**src/rtl/mtsp_alu_funpack.sv**
```systemverilog
// MTSP ALU pixel unpack: one packed RGB565 pair in, two RGB888 dwords out on consecutive beats.
// Optional constant alpha byte in DOUT[31:24] when MTSP_FUNPACK_ALPHA_EN is defined.
module mtsp_alu_funpack #(
    parameter int           OP_W   = 6,
    parameter logic [5:0]   OP_FMT = 6'h1C,
    parameter logic [7:0]   ALPHA  = 8'hFF
) (
    input  logic            CLK,
    input  logic            RST,
    input  logic            MO_nEN,
    input  logic [OP_W-1:0] MO_OP,
    input  logic            MO_ALT,
    input  logic [31:0]     SRCA,
    output logic            IN_READY,
    output logic            PHASE_EN,
    output logic            PHASE_LAST,
    output logic [31:0]     DOUT,
    output logic            ERR_OVF
);

    typedef enum logic [1:0] {
        S_IDLE = 2'd0,
        S_HI   = 2'd1,
        S_LO   = 2'd2
    } state_t;

`ifdef MTSP_FUNPACK_ALPHA_EN
    localparam logic [7:0] ALPHA_BYTE = ALPHA;
`else
    localparam logic [7:0] ALPHA_BYTE = ALPHA & 8'h00;
`endif

    // MSB replication keeps 0 -> 0x00 and full scale -> 0xFF exact.
    function automatic logic [23:0] expand565(input logic [15:0] c);
        logic [4:0] r5;
        logic [5:0] g6;
        logic [4:0] b5;
        r5 = c[15:11];
        g6 = c[10:5];
        b5 = c[4:0];
        return {r5, r5[4:2], g6, g6[5:4], b5, b5[4:2]};
    endfunction

    state_t      state_q, state_d;
    logic [31:0] p_q, p_d;
    logic        pv_q, pv_d;
    logic [15:0] w_q, w_d;
    logic [31:0] dout_q, dout_d;
    logic        phase_en_q, phase_en_d;
    logic        phase_last_q, phase_last_d;
    logic        err_ovf_q, err_ovf_d;

    logic        op_hit;
    logic        in_ready;
    logic        acc;

    assign op_hit   = ~MO_nEN & (MO_OP == OP_W'(OP_FMT)) & ~MO_ALT;
    assign in_ready = ~pv_q | (state_q != S_HI);
    assign acc      = op_hit & in_ready;

    always_comb begin
        state_d      = state_q;
        p_d          = p_q;
        pv_d         = pv_q;
        w_d          = w_q;
        dout_d       = dout_q;
        phase_en_d   = 1'b0;
        phase_last_d = 1'b0;
        err_ovf_d    = err_ovf_q;

        case (state_q)
            S_HI: begin
                dout_d       = {ALPHA_BYTE, expand565(w_q)};
                phase_en_d   = 1'b1;
                phase_last_d = 1'b1;
                state_d      = S_LO;
            end
            default: begin
                if (pv_q) begin
                    dout_d     = {ALPHA_BYTE, expand565(p_q[31:16])};
                    w_d        = p_q[15:0];
                    pv_d       = 1'b0;
                    phase_en_d = 1'b1;
                    state_d    = S_HI;
                end else begin
                    state_d = S_IDLE;
                end
            end
        endcase

        // A new op may land on the same edge the pending word is consumed.
        if (acc) begin
            p_d  = SRCA;
            pv_d = 1'b1;
        end

        if (op_hit && !in_ready) begin
            err_ovf_d = 1'b1;
        end
    end

    always_ff @(posedge CLK) begin
        if (RST) begin
            state_q      <= S_IDLE;
            p_q          <= 32'h0;
            pv_q         <= 1'b0;
            w_q          <= 16'h0;
            dout_q       <= 32'h0;
            phase_en_q   <= 1'b0;
            phase_last_q <= 1'b0;
            err_ovf_q    <= 1'b0;
        end else begin
            state_q      <= state_d;
            p_q          <= p_d;
            pv_q         <= pv_d;
            w_q          <= w_d;
            dout_q       <= dout_d;
            phase_en_q   <= phase_en_d;
            phase_last_q <= phase_last_d;
            err_ovf_q    <= err_ovf_d;
        end
    end

    assign IN_READY   = in_ready;
    assign PHASE_EN   = phase_en_q;
    assign PHASE_LAST = phase_last_q;
    assign DOUT       = dout_q;
    assign ERR_OVF    = err_ovf_q;

endmodule

```
**config.mk**
```make
export PLATFORM = sky130hd
export DESIGN_NAME = mtsp_alu_funpack
export DESIGN_NICKNAME = d
export VERILOG_FILES = /design/src/rtl/mtsp_alu_funpack.sv
export SDC_FILE = /design/constraint.sdc
export NUM_CORES = 1
export LEC_CHECK = 0
export CAP_MARGIN = 20
export CORE_ASPECT_RATIO = 0.7
export CORE_MARGIN = 2
export CORE_UTILIZATION = 40
export DETAILED_ROUTE_END_ITERATION = 8
export PLACE_DENSITY = 0.68
export SKIP_LAST_GASP = 1
export SLEW_MARGIN = 20
export SYNTH_ARGS = -nofsm -noshare
export SYNTH_HDL_FRONTEND = slang
export SYNTH_SLANG_ARGS = --single-unit
```
**constraint.sdc**
```tcl
create_clock -name CLK -period 3.1 [get_ports CLK]
set_input_delay 0.31 -clock CLK [delete_from_list [all_inputs] [get_ports CLK]]
set_output_delay 0.31 -clock CLK [all_outputs]
set_load 0.05 [all_outputs]
```
# Word-level counts from Yosys, hierarchy flattened
# Index checks and enable logic that the tools add are counted.
[totals]
regBits = 78
input_bits = 42
out_inout_bits = 36
word_cells = 35
[classes]
eq_ne = 4
mux = 9
bitwise_logic = 8
reduce_logical = 5
[op_table]
columns = ["cell", "n"]
rows = [
  ["two-way mux 24 bit", 2],
  ["equality test 6 x 5 -> 1 bit, second input constant", 1],
  ["two-way mux 1 bit", 6],
  ["NOT 1 bit", 4],
  ["AND 1 bit", 3],
  ["equality test 2 x 1 -> 1 bit, second input constant", 1],
  ["two-way mux 2 bit", 1],
  ["!= test 2 x 1 -> 1 bit, second input constant", 1],
  ["!= test 2 bit, second input constant", 1],
  ["AND reduction 2 bit", 1],
  ["nonzero test 2 bit", 1],
  ["OR reduction 2 bit", 1],
  ["logical AND 1 bit", 1],
  ["zero test 1 bit", 1],
  ["bitwise OR 1 bit", 1],
]

# Depth between registers and ports, before layout
# Gate-level depths: netlist of the first run.
[depth]
ltp_word = 5
mapped_depth = 6

# Least setup slack after synthesis of the first run
# OpenSTA, ideal clock, no wires.
[synth_timing]
path_kind = "register to register"
startpoint = "reg state_q[1]"
endpoint = "reg p_q[10]"
setup_ns = 0.072
arrival_time_ns = 1.671
t_required_ns = 3.028
slack_ns = 1.358
path_stages_with_launch = 6
cell_sequence = "dfxtp_1 nand3b_2 and3_1 buf_6 buf_12 mux2i_1"
[synth_between]
elab_chain_len = 3
[synth_rtl]
columns = ["item", "line", "source"]
rows = [
  ["from (decl)", "44", "state_t state_q, state_d;"],
  ["from (signal assigned)", "113", "state_q <= state_d;"],
  ["!= test 2 x 1 -> 1 bit", "58", "assign in_ready = ~pv_q | (state_q != S_HI);"],
  ["bitwise OR 1 bit", "58", ""],
  ["via IN_READY", "14", "output logic IN_READY,"],
  ["AND 1 bit", "59", "assign acc = op_hit & in_ready;"],
  ["to (signal assigned)", "114", "p_q <= p_d;"],
  ["to (decl)", "45", "logic [31:0] p_q, p_d;"],
]
# The timed path passes the listed nets, and every way through them passes these cells.
# A chain may end at the register's enable or synchronous reset.

# Worst setup path after layout of the first run
[layout_timing]
startpoint = "reg pv_q"
endpoint = "out IN_READY"
[layout_between]
elab_chain_len = 2
[layout_rtl]
columns = ["item", "line", "source"]
rows = [
  ["from (decl)", "46", "logic pv_q, pv_d;"],
  ["from (signal assigned)", "115", "pv_q <= pv_d;"],
  ["NOT 1 bit", "58", ""],
  ["bitwise OR 1 bit", "58", ""],
  ["to (decl)", "14", ""],
]
# No other way between the ends.

==> results of run 1 <==
state kept, by name, summed over array words and instances, names as in the netlist:
register / count
DOUT: 16
ERR_OVF: 1
PHASE_EN: 1
p_q: 32
pv_q: 1
state_q: 2
w_q: 16
report_power, final:
group | total [mW] | switching (mW) | leakage, nW | internal (mW)
clock | 0.651 | 0.321 | 0.0921 | 0.330
combinational | 0.123 | 0.0552 | 0.646 | 0.0677
sequential | 0.888 | 0.000882 | 0.556 | 0.887
cells in the mapped netlist, types with 3 or more instances:
library cell,count,area (µm²)
a211oi_1,16,120.1
a21oi_1,18,90.09
buf_1,3,11.26
buf_12,3,60.06
buf_2,7,35.03
buf_4,17,127.6
clkbuf_1,12,45.04
dfxtp_1,69,1381
mux2i_1,48,480.5
nand2b_1,65,406.6
nand3_1,16,80.08
nor2_1,18,67.56
o21ai_0,16,80.08
critical path, delay by kind of cell (launching register included):
kind                   cells  cell delay [ps]
buffers and inverters      1              720
flip-flops                 1              600
AND/OR/NAND/NOR            1              130
cells by family (layout without fill, tap and decap cells):
kind of cell / after synthesis / count (layout)
AOI/OAI and AO/OA: 51 / 51
DFF: 69 / 69
other: 1 / 8
muxes: 48 / 48
buffers and inverters: 44 / 89
and+or+nand+nor: 106 / 106
layout make-up:
class                   instances  share of cell area, %
inverters                       1                0.09731
well taps                      98                  3.179
repair buffers                 72                  19.01
multi-input cells             213                  37.27
clock buffers                  12                  4.022
flip-flops and latches         69                  35.84
clock inverters                 4                 0.5838
worst paths after layout:
kind	endpoint	slack [ps]	cells past startpoint
setup reg to reg	w_q[8]	1330	4
hold reg to reg	w_q[1]	470	2
setup / recovery	IN_READY	1010	2
hold / removal	w_q[1]	470	2
metal layers:
layer | vias up | track usage, %
met5 | - | 0
met3 | 4 | 7.059
met2 | 65 | 23.85
li1 | 1149 | -
met4 | 0 | 3.205
met1 | 1062 | 21.02
==> flow_metrics.env, run 1 <==
export IMPL_status="finished, final reports clean"
export IMPL_syn_instance_count=319
export IMPL_clk_latency_ps=330
export IMPL_wire_per_inst_um=13.39
export IMPL_relSlewSlack_pct=35.42
export IMPL_max_cap_violations=0
export IMPL_wl_met3_um=433
export IMPL_finalSetupTns_ps=0
export IMPL_die_width_um=108.9
export IMPL_power_density_nw_per_um2=430.8
export IMPL_finalWorstSetupSlack_ps=1008
export IMPL_dp_cells=453
export IMPL_num_rows=26
export IMPL_maxSlewViolCount=0
export IMPL_grt_start_max_net_pins=56
export IMPL_worst_slew_pin_slew_ps=968.7
export IMPL_grt_pass1_wl_um=10550
export IMPL_crit_path_max_incr_delay_ps=720
export IMPL_start_util_pct=41.75
export IMPL_hold_class="reg2reg"
export IMPL_layout_common_cells="dfxtp_1, clkdlybuf4s50_1, nand2b_1, mux2i_1"
export IMPL_fin_cells=469
export IMPL_wirelength_um=6281
export IMPL_fillers=692
export IMPL_endpoint_kind="output pin"
export IMPL_dr_wl_met2_um=2730
export IMPL_multi_input_area_um2=1438
export IMPL_worstPathMaxFanout=14
export IMPL_root_buffer="clkbuf_8"
export IMPL_antenna_found_initial=0
export IMPL_via_count=2280
export IMPL_core_um2=7385
export IMPL_yosys_cell_types_count=24
export IMPL_cts_sinks=69
export IMPL_syn_to_final_growth_pct=25.12
export IMPL_ys_warn_count=0
export IMPL_antenna_cells=0
export IMPL_yosys_area_share_simple_pct=20.25
export IMPL_grt_ovfl_total=0
export IMPL_final_period_utilization_pct=67.50
export IMPL_synth_compound_area_share_pct=9.700
export IMPL_dieArea_um2=8437
export IMPL_synth_top_family_by_area="simple AND/OR/NAND/NOR gates"
export IMPL_fmax_mhz=477.9
export IMPL_cts_setup_buffers=0
export IMPL_top_layer_used="met4"
export IMPL_critical_path_class="reg2out"
export IMPL_ys_async_sr_fraction_pct=0
export IMPL_synth_edff_count=0
export IMPL_drc=0
export IMPL_synthesis_area_per_instance_um2=9.664
export IMPL_cpMaxStageDelayCell="clkdlybuf4s50_1"
export IMPL_reg2reg_from="pv_q"
export IMPL_rsz0062_at_grt="no"
export IMPL_nNetsFinal=408
export IMPL_holdWs_ps=469.2
export IMPL_critPathRequiredTime_ps=2790
export IMPL_synth_xor_area_share_pct=0
export IMPL_clk_pin_slew_ps=70
export IMPL_drtIter0Drc=80
export IMPL_grt_util_all_layers_pct=15.86
export IMPL_ys_ff_latch=69
export IMPL_cp_arrival_ps=1780
export IMPL_io_buffers=69
export IMPL_numCtsBuffers=9
export IMPL_synthMuxAreaShare_pct=15.58
export IMPL_cts_tree="yes"
export IMPL_min_delay_start="p_q[1]"
export IMPL_final_util_pct=52.24
export IMPL_cts_resized=0
export IMPL_yosysSeqAreaShare_pct=44.81
export IMPL_dr_pass1_iters=4
export IMPL_fin_worst_skew_ps=5.825
export IMPL_period_needed_ps=2092
export IMPL_vias_per_cell=4.861
export IMPL_clk_path_buf_depth=2
export IMPL_crit_path_start_kind="flop"
export IMPL_synth_fa_ha_area_share_pct=0
export IMPL_fin_area_um2=3857
export IMPL_seq_area_um2=1383
export IMPL_hold_buffers=0
export IMPL_synthFlopType="dfxtp_1"
export IMPL_placed_cell_area_um2=3680
export IMPL_total_power_mw=1.662
export IMPL_crit_start="pv_q"
export IMPL_ctsHtreeMaxLevel=3
export IMPL_first_global_vias=2279
export IMPL_hold_viol=0
export IMPL_dp_hpwl_um=4180
export IMPL_dp_slack_ps=897.1
export IMPL_synth_area_um2=3083
export IMPL_ant_nets=0
export IMPL_ir_drop_uv=172.1
export IMPL_drive_gt1_share_pct=6.739
export IMPL_wl_met1_um=3085
export IMPL_io_pins=78
export IMPL_leakage_nw=1.294
export IMPL_crit_path_cell_trace="nand3b_2, clkdlybuf4s50_1"
export IMPL_final_setup_viol_count=0
export IMPL_routabilityCongestion=0.7419
export IMPL_chipHeight_um=77.45
Note: power is estimated with default switching activity, not from simulation.
==> run 2, diff against run 1 <==
==> constraint.sdc (replaced) <==
create_clock -name CLK -period 2.1 [get_ports CLK]
set_input_delay 0.21 -clock CLK [delete_from_list [all_inputs] [get_ports CLK]]
set_output_delay 0.21 -clock CLK [all_outputs]
set_load 0.05 [all_outputs]
==> flow_metrics.env, run 2 (synthesis gave the netlist of run 1 again) <==
export IMPL_cts_sinks=69
export IMPL_num_rows=26
export IMPL_dp_hpwl_um=4252
export IMPL_p_switching_uw=530.7
export IMPL_clk_path_buf_depth=2
export IMPL_path_buf_inv=1
export IMPL_crit_path_start_kind="flop"
export IMPL_swShare_pct=21.55
export IMPL_antenna_found_initial=0
export IMPL_worst_slew_pin_slew_ps=522.7
export IMPL_worst_path_stages=1
export IMPL_ir_drop_uv=342.0
export IMPL_period_needed_ps=1783
export IMPL_top_register="p_q"
export IMPL_die_width_um=108.9
export IMPL_chipHeight_um=77.45
export IMPL_maxSlewViolCount=0
export IMPL_cp_arrival_ps=1570
export IMPL_fillers=729
export IMPL_comb_power_share_pct=7.6
export IMPL_drtIter0Drc=93
export IMPL_rsz0062_at_grt="no"
export IMPL_grt_ovfl_total=0
export IMPL_largest_reg_flops=32
export IMPL_drc=0
export IMPL_clk_pin_slew_ps=70
export IMPL_hold_buffers=0
export IMPL_hold_viol=0
export IMPL_start_util_pct=41.75
export IMPL_dp_cells=456
export IMPL_holdWs_ps=357.4
export IMPL_core_um2=7385
export IMPL_hold_class="in2reg"
export IMPL_numCtsBuffers=9
export IMPL_total_power_mw=2.463
export IMPL_dr_pass1_iters=4
export IMPL_first_global_vias=2274
export IMPL_routabilityCongestion=0.7779
export IMPL_reg2regPathDepth=4
export IMPL_crit_family="buffers and inverters"
export IMPL_worstPathMaxFanout=3
export IMPL_leakage_nw=1.320
export IMPL_endpoint_kind="output pin"
export IMPL_fmax_mhz=560.9
export IMPL_final_setup_viol_count=0
export IMPL_io_buffers=69
export IMPL_final_period_utilization_pct=84.90
export IMPL_final_util_pct=52.85
export IMPL_ctsHtreeMaxLevel=3
export IMPL_layout_common_cells="dfxtp_1, clkdlybuf4s50_1, nand2b_1, mux2i_1"
export IMPL_io_pins=78
export IMPL_antenna_cells=0
export IMPL_relSlewSlack_pct=65.15
export IMPL_vias_per_cell=4.896
export IMPL_reg2reg_slack_ps=650
export IMPL_root_buffer="clkbuf_8"
export IMPL_crit_path_max_incr_delay_ps=840
export IMPL_p_int_mw=1.932
export IMPL_nNetsFinal=411
export IMPL_r2r_end="w_q[2]"
export IMPL_cts_setup_buffers=0
export IMPL_crit_start="DOUT[22]"
export IMPL_drive_gt1_share_pct=7.239
export IMPL_crit_path_cell_trace="clkdlybuf4s50_1"
export IMPL_power_density_nw_per_um2=631.1
export IMPL_max_cap_violations=0
export IMPL_critPathCapture="DOUT[17]"
export IMPL_critPathRequiredTime_ps=1890
export IMPL_dieArea_um2=8437
export IMPL_clk_latency_ps=340
export IMPL_finalSetupTns_ps=0
export IMPL_via_count=2306
export IMPL_cts_resized=0
export IMPL_wirelength_um=6233
export IMPL_reg2reg_from="pv_q"
export IMPL_layout_commonest_cell="dfxtp_1"
export IMPL_critical_path_class="reg2out"
export IMPL_cts_tree="yes"
export IMPL_grt_util_all_layers_pct=15.90
export IMPL_syn_to_final_growth_pct=26.58
export IMPL_cpMaxStageDelayCell="clkdlybuf4s50_1"
export IMPL_grt_start_max_net_pins=42
export IMPL_fin_worst_skew_ps=4.322
export IMPL_p_clk_share_pct=39.2
export IMPL_fin_cells=471
export IMPL_ant_nets=0
export IMPL_wire_per_inst_um=13.23
export IMPL_seqPwrFrac_pct=53.2
export IMPL_grt_pass1_wl_um=10490
export IMPL_status="finished, final reports clean"
-- run 2: cell types whose count changed in the layout (fill, tap and decap cells not counted) --
cell	change
clkinvlp_4	-1
clkdlybuf4s50_1	-1
clkbuf_8	+1
clkbuf_1	+1
buf_12	+2
clkinv_2	-2
buf_4	+2
-- run 2: worst min path at each step --
| stage | startpoint | to | slack (ps) | cells past startpoint |
|---|---|---|---|---|
| final | RST | w_q[4] | 360 | 2 |
| after detailed placement | p_q[11] | w_q[11] | 460 | 2 |
| after CTS | RST | w_q[0] | 340 | 2 |
| after global routing | RST | w_q[4] | 380 | 2 |
| after global placement | p_q[14] | w_q[14] | 460 | 2 |
| after floorplan | SRCA[0] | p_q[0] | 360 | 2 |
-- run 2: layer usage --
| layer | GRT usage [%] | vias up | share of wire [%] |
|---|---|---|---|
| li1 | - | 1161 | - |
| met1 | 20.09 | 1076 | 48 |
| met2 | 24.72 | 60 | 45 |
| met3 | 5.714 | 9 | 6.6 |
| met4 | 6.026 | 0 | 1.3 |
| met5 | 0 | - | 0 |
-- run 2: area by class of cell --
cell class                 count  area, µm²  share of cell area (%)
multi-input combinational    213       1438                   36.84
sequential                    69       1383                   35.43
timing repair buffer          75      778.2                   19.94
clock buffer                  14      172.7                   4.425
tap                           98      122.6                   3.142
clock inverter                 1      5.005                  0.1282
inverter                       1      3.754                 0.09618
-- run 2: power by group through the flow --
stage | Clock (mW) | Combinational, mW | Sequential (mW)
after floorplan | 0 | 0.104 | 1.34
after global placement | 0 | 0.187 | 1.34
after detailed placement | 0 | 0.187 | 1.34
after CTS | 0.997 | 0.188 | 1.31
after global routing | 1.06 | 0.199 | 1.31
final | 0.965 | 0.186 | 1.31
-- run 2: per-stage QoR --
step / instance area (µm²) / setup slack (ps)
after floorplan: 3109 / 357.6
after global placement: 3725 / 349.7
after detailed placement: 3725 / 276.2
after CTS: 3902 / 294.4
after global routing: 3902 / 250.2
final: 3902 / 317.2
